[src/rtl/arb_mux_pkg.sv]
// Shared types and helpers for the round-robin arbitrating multiplexer.
// The packet-lock FSM state type is only used when ARB_MUX_PKT_LOCK_EN is defined.
package arb_mux_pkg;

  typedef enum logic {ARB_IDLE, ARB_LOCKED} arb_state_t;

  // Wrapping increment of a channel index: n-1 goes back to 0
  function automatic logic [31:0] rr_next(input logic [31:0] idx, input logic [31:0] n);
    return (idx >= n - 32'd1) ? 32'd0 : idx + 32'd1;
  endfunction

endpackage

[src/rtl/rr_arb_mux_if.sv]
// Handshake bundle between N producers, the arbitrating mux and one consumer.
// slave is the mux view, master is the producer/consumer (environment) view.
interface rr_arb_mux_if #(
  parameter int N_INPUTS   = 4,
  parameter int DATA_WIDTH = 32
);
  localparam int SEL_W = $clog2(N_INPUTS);

  logic [N_INPUTS-1:0]   in_valid;
  logic [DATA_WIDTH-1:0] in_data [N_INPUTS];
  logic [N_INPUTS-1:0]   in_last;
  logic [N_INPUTS-1:0]   in_ready;
  logic                  out_valid;
  logic [DATA_WIDTH-1:0] out_data;
  logic [SEL_W-1:0]      out_sel;
  logic                  out_last;
  logic                  out_ready;

  modport slave (
    input  in_valid, in_data, in_last, out_ready,
    output in_ready, out_valid, out_data, out_sel, out_last
  );

  modport master (
    output in_valid, in_data, in_last, out_ready,
    input  in_ready, out_valid, out_data, out_sel, out_last
  );

endinterface

[src/rtl/rr_pick.sv]
// Combinational rotate-priority picker: returns the first requesting index
// found when searching ptr, ptr+1, ... with wrap at N-1 -> 0.
module rr_pick #(
  parameter int N     = 4,
  parameter int SEL_W = $clog2(N)
) (
  input  logic [N-1:0]     i_req,
  input  logic [SEL_W-1:0] i_ptr,
  output logic [SEL_W-1:0] o_gnt_idx,
  output logic             o_gnt_valid
);

  logic [31:0]      w_cand;
  logic [SEL_W-1:0] w_idx;

  // Scan from the farthest offset down so the nearest request to ptr wins last
  always_comb begin
    o_gnt_idx   = '0;
    o_gnt_valid = 1'b0;
    w_cand      = '0;
    w_idx       = '0;
    for (int k = N - 1; k >= 0; k--) begin
      w_cand = (32'(i_ptr) + 32'(k)) % 32'(N);
      w_idx  = SEL_W'(w_cand);
      if (i_req[w_idx]) begin
        o_gnt_idx   = w_idx;
        o_gnt_valid = 1'b1;
      end
    end
  end

endmodule

[src/rtl/rr_arb_mux.sv]
// N-channel round-robin arbitrating mux with one registered output stage.
// Optional packet lock (define ARB_MUX_PKT_LOCK_EN): once a channel starts a
// multi-beat packet it keeps the grant until its in_last beat is accepted.
module rr_arb_mux
  import arb_mux_pkg::*;
#(
  parameter int N_INPUTS   = 4,
  parameter int DATA_WIDTH = 32
) (
  input logic         clk,
  input logic         clrn,
  rr_arb_mux_if.slave bus
);
  localparam int SEL_W = $clog2(N_INPUTS);

  logic [SEL_W-1:0]      r_rr_ptr;
  logic                  r_out_valid;
  logic [DATA_WIDTH-1:0] r_out_data;
  logic [SEL_W-1:0]      r_out_sel;
  logic                  r_out_last;

  logic [N_INPUTS-1:0]   w_req;
  logic [SEL_W-1:0]      w_pick_ptr;
  logic [SEL_W-1:0]      w_gnt_idx;
  logic                  w_gnt_valid;
  logic                  w_load;
  logic                  w_xfer;
  logic [SEL_W-1:0]      w_next_ptr;
  logic [N_INPUTS-1:0]   w_in_ready;

`ifdef ARB_MUX_PKT_LOCK_EN
  arb_state_t            r_state;
  logic [SEL_W-1:0]      r_lock_ch;

  // While a packet is open only its owner may request; others wait
  always_comb begin
    w_req      = bus.in_valid;
    w_pick_ptr = r_rr_ptr;
    if (r_state == ARB_LOCKED) begin
      w_req      = bus.in_valid & (N_INPUTS'(1) << r_lock_ch);
      w_pick_ptr = r_lock_ch;
    end
  end
`else
  assign w_req      = bus.in_valid;
  assign w_pick_ptr = r_rr_ptr;
`endif

  rr_pick #(
    .N     (N_INPUTS),
    .SEL_W (SEL_W)
  ) u_pick (
    .i_req       (w_req),
    .i_ptr       (w_pick_ptr),
    .o_gnt_idx   (w_gnt_idx),
    .o_gnt_valid (w_gnt_valid)
  );

  assign w_load     = !r_out_valid || bus.out_ready;
  assign w_xfer     = w_load && w_gnt_valid;
  assign w_next_ptr = SEL_W'(rr_next(32'(w_gnt_idx), N_INPUTS));

  // Accept strobe goes only to the granted channel, and never while stalled or in reset
  always_comb begin
    w_in_ready = '0;
    if (clrn && w_xfer) begin
      w_in_ready[w_gnt_idx] = 1'b1;
    end
  end

  assign bus.in_ready  = w_in_ready;
  assign bus.out_valid = r_out_valid;
  assign bus.out_data  = r_out_data;
  assign bus.out_sel   = r_out_sel;
  assign bus.out_last  = r_out_last;

  // Output stage: load a granted beat, drain when empty-handed, hold under backpressure
  always_ff @(posedge clk or negedge clrn) begin
    if (!clrn) begin
      r_out_valid <= 1'b0;
      r_out_data  <= '0;
      r_out_sel   <= '0;
      r_out_last  <= 1'b0;
    end else if (w_load) begin
      if (w_xfer) begin
        r_out_valid <= 1'b1;
        r_out_data  <= bus.in_data[w_gnt_idx];
        r_out_sel   <= w_gnt_idx;
        r_out_last  <= bus.in_last[w_gnt_idx];
      end else begin
        r_out_valid <= 1'b0;
      end
    end
  end

`ifdef ARB_MUX_PKT_LOCK_EN
  // Packet-lock FSM: the pointer only moves past a channel once its packet closes
  always_ff @(posedge clk or negedge clrn) begin
    if (!clrn) begin
      r_state   <= ARB_IDLE;
      r_lock_ch <= '0;
      r_rr_ptr  <= '0;
    end else begin
      case (r_state)
        ARB_IDLE: begin
          if (w_xfer) begin
            if (bus.in_last[w_gnt_idx]) begin
              r_rr_ptr <= w_next_ptr;
            end else begin
              r_state   <= ARB_LOCKED;
              r_lock_ch <= w_gnt_idx;
            end
          end
        end
        ARB_LOCKED: begin
          if (w_xfer && bus.in_last[w_gnt_idx]) begin
            r_state  <= ARB_IDLE;
            r_rr_ptr <= w_next_ptr;
          end
        end
        default: r_state <= ARB_IDLE;
      endcase
    end
  end
`else
  // The winner of each accepted beat drops to lowest priority for the next one
  always_ff @(posedge clk or negedge clrn) begin
    if (!clrn) begin
      r_rr_ptr <= '0;
    end else if (w_xfer) begin
      r_rr_ptr <= w_next_ptr;
    end
  end
`endif

endmodule

[src/flat_wrapper.sv]
// flat-port wrapper written by rule: the top's interface ports become plain ports
module rr_arb_mux_flat import arb_mux_pkg::*;
#(
  parameter int N_INPUTS   = 4,
  parameter int DATA_WIDTH = 32
)
  (clk, clrn, bus_in_valid, bus_in_data, bus_in_last, bus_out_ready, bus_in_ready, bus_out_valid, bus_out_data, bus_out_sel, bus_out_last);
  rr_arb_mux_if #(.N_INPUTS(N_INPUTS), .DATA_WIDTH(DATA_WIDTH)) bus_i ();
  input logic clk;
  input logic clrn;
  input wire logic [$bits(bus_i.in_valid)-1:0] bus_in_valid;
  input wire logic [$bits(bus_i.in_data)-1:0] bus_in_data;
  input wire logic [$bits(bus_i.in_last)-1:0] bus_in_last;
  input wire logic [$bits(bus_i.out_ready)-1:0] bus_out_ready;
  output wire logic [$bits(bus_i.in_ready)-1:0] bus_in_ready;
  output wire logic [$bits(bus_i.out_valid)-1:0] bus_out_valid;
  output wire logic [$bits(bus_i.out_data)-1:0] bus_out_data;
  output wire logic [$bits(bus_i.out_sel)-1:0] bus_out_sel;
  output wire logic [$bits(bus_i.out_last)-1:0] bus_out_last;
  assign bus_i.in_valid = bus_in_valid;
  assign bus_i.in_data = {>>{bus_in_data}};
  assign bus_i.in_last = bus_in_last;
  assign bus_i.out_ready = bus_out_ready;
  assign bus_in_ready = bus_i.in_ready;
  assign bus_out_valid = bus_i.out_valid;
  assign bus_out_data = bus_i.out_data;
  assign bus_out_sel = bus_i.out_sel;
  assign bus_out_last = bus_i.out_last;
  rr_arb_mux #(.N_INPUTS(N_INPUTS), .DATA_WIDTH(DATA_WIDTH)) u_core (.clk(clk), .clrn(clrn), .bus(bus_i));
endmodule
[config.mk]
export PLATFORM = sky130hd
export DESIGN_NAME = rr_arb_mux_flat
export DESIGN_NICKNAME = d
export VERILOG_FILES = /design/src/rtl/arb_mux_pkg.sv /design/src/rtl/rr_arb_mux_if.sv /design/src/rtl/rr_pick.sv /design/src/rtl/rr_arb_mux.sv /design/src/flat_wrapper.sv
export SDC_FILE = /design/constraint.sdc
export NUM_CORES = 1
export LEC_CHECK = 0
export ABC_CLOCK_PERIOD_IN_PS = 2200
export CORE_MARGIN = 2
export CORE_UTILIZATION = 36
export DETAILED_ROUTE_END_ITERATION = 10
export HOLD_SLACK_MARGIN = 0.1
export PLACE_DENSITY = 0.79
export RECOVER_POWER = 25
export SYNTH_ARGS = -nofsm -noshare
export SYNTH_HDL_FRONTEND = slang
export SYNTH_SLANG_ARGS = --single-unit
[constraint.sdc]
create_clock -name clk -period 2.2 [get_ports clk]
set_input_delay 0.44 -clock clk [delete_from_list [all_inputs] [get_ports clk]]
set_output_delay 0.44 -clock clk [all_outputs]
set_load 0.03 [all_outputs]
# Word level (Yosys, flattened, before mapping)
# Cells that the tools add are included.
# op_classes
order_cmp	8
add_sub_neg	4
reduce_logical	6
mux	26
n_bitwise	1
# op_table
cell	n
binary-select mux 32 bit (select 2 bit)	1
two-way mux 32 bit	2
less-than comparator 2 x 3 -> 1 bit (second input constant)	5
two-way mux 1 bit	11
binary-select mux 1 bit (select 2 bit)	5
two-way mux 2 bit	5
adder 2 x 1 -> 2 bit (second input constant)	2
adder 2 bit (second input constant)	2
two-way mux 4 bit	1
>= comparator 3 bit (second input constant)	1
logical AND 1 bit	3
inverter 2 -> 3 bit	1
demux 1 bit (select 2 bit)	1
>= comparator 2 x 1 -> 1 bit (second input constant)	1
>= comparator 2 bit (second input constant)	1
AND reduction 2 bit	1
logical NOT 1 bit	1
logical OR 1 bit	1
# word_totals
register_bits	38
out_inout_bits	40
wordCells	50
input_bits	139

# Longest topological paths before layout
# logic_depth
depth_word	12
ltp_mapped	7
ltp_nobuf	6

# By module
# Synthesis repeated with hierarchy kept, for this count alone.
# hier_totals
hier_cells	148
area_unflattened_um2	2524.9
# by_module_without_submodules
mod	n_inst	area_each_um2	cells_per_inst	seq_area_each_um2
rr_arb_mux	1	2447.3	135	950.9
rr_pick	1	77.6	13	0.0

# Worst setup path before layout
# Ideal clock, no wire load.
# synth_path
path_kind	register to output
start	reg u_core.r_rr_ptr[1]
end	out bus_in_ready[1]
path_buffers	1
t_arrival_ns	1.932
setup_slack_ns	-0.172
required_time_ns	1.760
stages_incl_launch_ff	7
cell_sequence	dfrtp_1 > mux2i_1 > o22ai_2 > nor2_4 > inv_4 > buf_6 > nor3_1
# synth_between
elab_chain_len	12
elab_cells_between_ends	27
classes_between	3 x add/sub; 2 x order compare; 19 x mux; 3 x reduce/logical
# synth_rtl
element	line_no	source
from (decl)	rr_arb_mux.sv:16	logic [SEL_W-1:0] r_rr_ptr;
from (signal assigned)	rr_arb_mux.sv:131	r_rr_ptr <= w_next_ptr;
adder 2 bit	rr_pick.sv:23	w_cand = (32'(i_ptr) + 32'(k)) % 32'(N);
binary-select mux 1 bit (select 2 bit)	rr_pick.sv:25	if (i_req[w_idx]) begin
two-way mux 1 bit (not written as such)	rr_pick.sv:25	
two-way mux 2 bit (4 in a row)	rr_pick.sv:25	
less-than comparator 2 x 3 -> 1 bit (not written as such) / >= comparator 2 x 1 -> 1 bit (equally long branches)	rr_arb_mux.sv:67	w_in_ready[w_gnt_idx] = 1'b1;
logical AND 1 bit (not written as such)	rr_arb_mux.sv:67	
two-way mux 1 bit (not written as such)	rr_arb_mux.sv:67	
demux 1 bit (select 2 bit)	--	
two-way mux 4 bit (*)	rr_arb_mux.sv:66	if (clrn && w_xfer) begin
to (decl)	flat_wrapper.sv:15	output wire logic [$bits(bus_i.in_ready)-1:0] bus_in_ready;
# Mark *: on every way between the ends. The rest lies on a longest branch, timed or not. The select of a mux whose other input is x is not followed.

# Final worst setup path
# layout_path
start	in bus_in_valid[2]
end	out bus_in_ready[2]
# layout_between
elab_chain_len	11
elab_cells_between_ends	24
classes_between	2 x order compare; 19 x mux; 3 x reduce/logical
# layout_rtl
element	line_no	source
from (decl)	flat_wrapper.sv:11	input wire logic [$bits(bus_i.in_valid)-1:0] bus_in_valid;
binary-select mux 1 bit (select 2 bit)	rr_pick.sv:25	
two-way mux 1 bit (not written as such)	rr_pick.sv:25	
two-way mux 2 bit (4 in a row)	rr_pick.sv:25	
less-than comparator 2 x 3 -> 1 bit (not written as such) / >= comparator 2 x 1 -> 1 bit (equally long branches)	rr_arb_mux.sv:67	
logical AND 1 bit (not written as such)	rr_arb_mux.sv:67	
two-way mux 1 bit (not written as such)	rr_arb_mux.sv:67	
demux 1 bit (select 2 bit)	--	
two-way mux 4 bit (*)	rr_arb_mux.sv:66	
# Marked as above.

==> out/metrics.csv <==
stage,metric,value,unit
run_status,status,"finished, violations left",
run_status,failing checks,setup timing,
worst_setup_path,crit path DAT,1840,ps
floorplan,Die X,89.11,um
worst_setup_path,Startpoint Class,primary input,
global_routing,global-route wire length before repair,15.13,mm
worst_setup_path,reg2reg path depth,9,
synth,"count leader, synth",dfrtp_1,
floorplan,Std-Cell Rows,31,
clocking,Num CTS Buffers,5,
timing,maximum clock frequency,0.4388,GHz
power_and_ir_drop,switching portion of total power,0.4113,
final_layout,fill count,599,
floorplan,die area,0.007940,mm2
timing,slack of the critical path,-78.86,ps
placed_design,Detail Placement HPWL,7.269,mm
clocking,TritonCTS clock tree,yes,
synth,"top cells by count, synth","38 x dfrtp_1, 36 x a21oi_1, 34 x o21ai_0",
worst_setup_path,CP required,1760,ps
timing,endpoints failing hold,0,
placed_design,I/O Buffers,178,
floorplan,Die Y,89.11,um
global_routing,gr usage total,0.2480,
global_routing,largest net degree at the start of global routing,39,
detailed_routing,wire length per cell,18.37,um
timing,Slew HR,0.6586,
synth,Post-synth EDFFs,0,
timing,Final Cycle Share,1.036,
synth,"Net Count, Synth",407,
power_and_ir_drop,Internal,2.629,mW
synth,Syn Area/Cell,9.803,um2
worst_setup_path,Critical Path Start,bus_in_valid[2],
power_and_ir_drop,LEAKAGE,2.084,nW
final_layout,P&R area growth vs syn,91.27,%
power_and_ir_drop,VDD IR-drop max,0.3808,mV
synth,"area leader, netlist",dfrtp_1,
power_and_ir_drop,NetSw,1.837,mW
synth,mapped cell area,0.002608,mm2
detailed_routing,Vias/cell,5.542,
detailed_routing,DRC errors left,0,
clocking,CTS H-Tree Depth,2,
synth,unique cell type count in the Yosys netlist,30,
clocking,clock transition at the registers of the reported paths,80,ps
worst_setup_path,end of the critical path,bus_in_ready[2],
floorplan,core area,0.007137,mm2
timing,WHS,251.9,ps
timing,post-layout minimum cycle time,2279,ps
final_layout,layout cells sized above 1,0.2039,
timing,RSZ-0062 raised after global routing,yes,
synth,Post-synth top flop,dfrtp_1,
worst_setup_path,reg2reg end,u_core.bus.out_data[3],
worst_setup_path,r2r setup slk,-70,ps
synth,"FFs w/ async S/R, synth",1.000,
hold_path,HP Class,in -> async,
floorplan,io pins,179,
placed_design,gpl congestion,0.8181,
final_layout,fin nets,607,
synth,register area share after synthesis,0.3647,
timing,Worst Tran Pin Value,512.0,ps
worst_setup_path,endpoint type of the worst setup path,output port,
global_routing,Congestion Overflow GR,0,
power_and_ir_drop,sequential group share of total power,0.252,
detailed_routing,routed wire length,10.38,mm
timing,Fin Setup TNS,-1149,ps
detailed_routing,DRT iter0 DRCs,144,
final_layout,Diodes inserted,0,
worst_setup_path,CP Max Fanout,4,
detailed_routing,DR vias,3131,
timing,max-slew violation count,0,
worst_setup_path,critical path class,in -> out,
global_routing,initial antenna violation count,0,
power_and_ir_drop,combinational share of power,0.646,
clocking,TritonCTS Sinks,38,
detailed_routing,Pre-antenna DRT Iters,4,
power_and_ir_drop,PD cells,895.5,mW/mm2
detailed_routing,post-route ant nets,0,
clocking,later-pin clock latency in the skew report,280,ps
flow_run,Max Cap Viol,0,
synth,synth top area cells,"dfrtp_1 36%, mux2_4 15%, a221o_1 13%",
global_routing,vias in the first global route,3229,
worst_setup_path,R2R Path Start,u_core.r_rr_ptr[1],
placed_design,pre-CTS setup slack,-691.1,ps
synth,Synth warnings,0,
synth,Synth Instances,266,
timing,Clock Skews,6.037,ps
synth,number of synthesized register bits,38,
power_and_ir_drop,clock share of power,0.102,
clocking,clock root cell,clkbuf_8,
synth,Synth top area share,0.3647,
floorplan,Starting Density,0.3654,
timing,final setup vio count,36,
clocking,Max Buffers Root-to-Sink,2,
power groups by stage:
stage | logic (mW) | registers, mW | clock network, mW
after detailed placement | 2.70 | 1.12 | 0
after floorplan | 0.997 | 1.61 | 0
after global placement | 2.65 | 1.11 | 0
after global routing | 3.05 | 1.16 | 0.503
after CTS | 2.80 | 1.12 | 0.472
final | 2.89 | 1.13 | 0.455
state kept, by name, indices dropped and copies added, names as in the netlist:
name	flops
u_core.bus.out_valid	1
u_core.bus.out_last	1
u_core.bus.out_data	32
u_core.bus.out_sel	2
u_core.r_rr_ptr	2
area by class of cell:
class | count | area, um2 | share of cell area
tap | 99 | 123.9 | 0.02484
clock buffer | 7 | 76.32 | 0.01530
sequential | 38 | 952.2 | 0.1909
multi-input combinational | 200 | 1623 | 0.3254
timing repair buffer | 218 | 2193 | 0.4398
inverter | 3 | 18.77 | 0.003763
cells by family (layout without fill, tap and decap cells):
group / Yosys count / in the layout / synth area share
adders and majority gates: 2 / 2 / 0.009595
muxes: 34 / 34 / 0.1838
and+or+nand+nor: 54 / 54 / 0.1075
AOI/OAI and AO/OA: 110 / 110 / 0.2845
buffers and inverters: 28 / 228 / 0.04991
DFF: 38 / 38 / 0.3647
through the flow:
stage | instance area [um2] | power [mW] | util | cells
global placement | 4698 | 3.766 | 0.6583 | 547
finish | 4987 | 4.466 | 0.6988 | 565
CTS | 4907 | 4.389 | 0.6876 | 561
floorplan | 2618 | 2.606 | - | 266
detailed placement | 4698 | 3.820 | 0.6583 | 547
global route | 4987 | 4.706 | 0.6988 | 565
worst max-delay path, cell delays in order:
cell,delay (ps)
clkdlybuf4s15_1,210
buf_6,150
a311oi_2,310
nor2_1,100
buf_4,170
ha_4,150
and3_4,160
buf_6,130
per-layer routing:
metal,routed length [um],vias to the layer above,GRT usage
met4,174,0,0.08548
met3,832,16,0.06556
met1,3980,1540,0.2704
met2,5390,144,0.4613
li1,-,1431,-
met5,0,-,0
placed cells by master (no fill, tap or decap), types with 2 or more instances in the layout:
cell,n
a21o_1,2
a21oi_1,35
a221o_1,33
buf_12,6
buf_4,31
buf_6,4
clkbuf_1,2
clkbuf_16,2
clkbuf_8,5
clkdlybuf4s50_1,169
dfrtp_1,37
dlygate4sd2_1,2
inv_1,2
mux2_1,4
mux2_4,29
nand2_1,8
nand3_1,33
nor2_1,2
nor3_2,2
o21ai_0,34
worst min-delay path by stage:
stage / start / endpoint / slack, ps / cells past startpoint
after global placement: clrn / u_core.bus.out_valid / 240 / 1
after detailed placement: clrn / u_core.bus.out_valid / 240 / 1
after floorplan: clrn / u_core.bus.out_data[0] / 140 / 0
after CTS: clrn / u_core.bus.out_data[27] / 260 / 2
after global routing: clrn / u_core.bus.out_data[30] / 290 / 2
final: clrn / u_core.bus.out_data[27] / 250 / 2
timing repair:
| item | in CTS | in global routing |
|---|---|---|
| hold buffers | 1 | 0 |
| cloned | 0 | 2 |
| gates resized for setup | 31 | 4 |
| pin swaps | 7 | 3 |
| hold endpoints to repair | 1 | 0 |
| setup buffers | 6 | 2 |
| endpoints found under the setup margin | 37 | 37 |
Note: power is estimated with default switching activity, not from simulation.
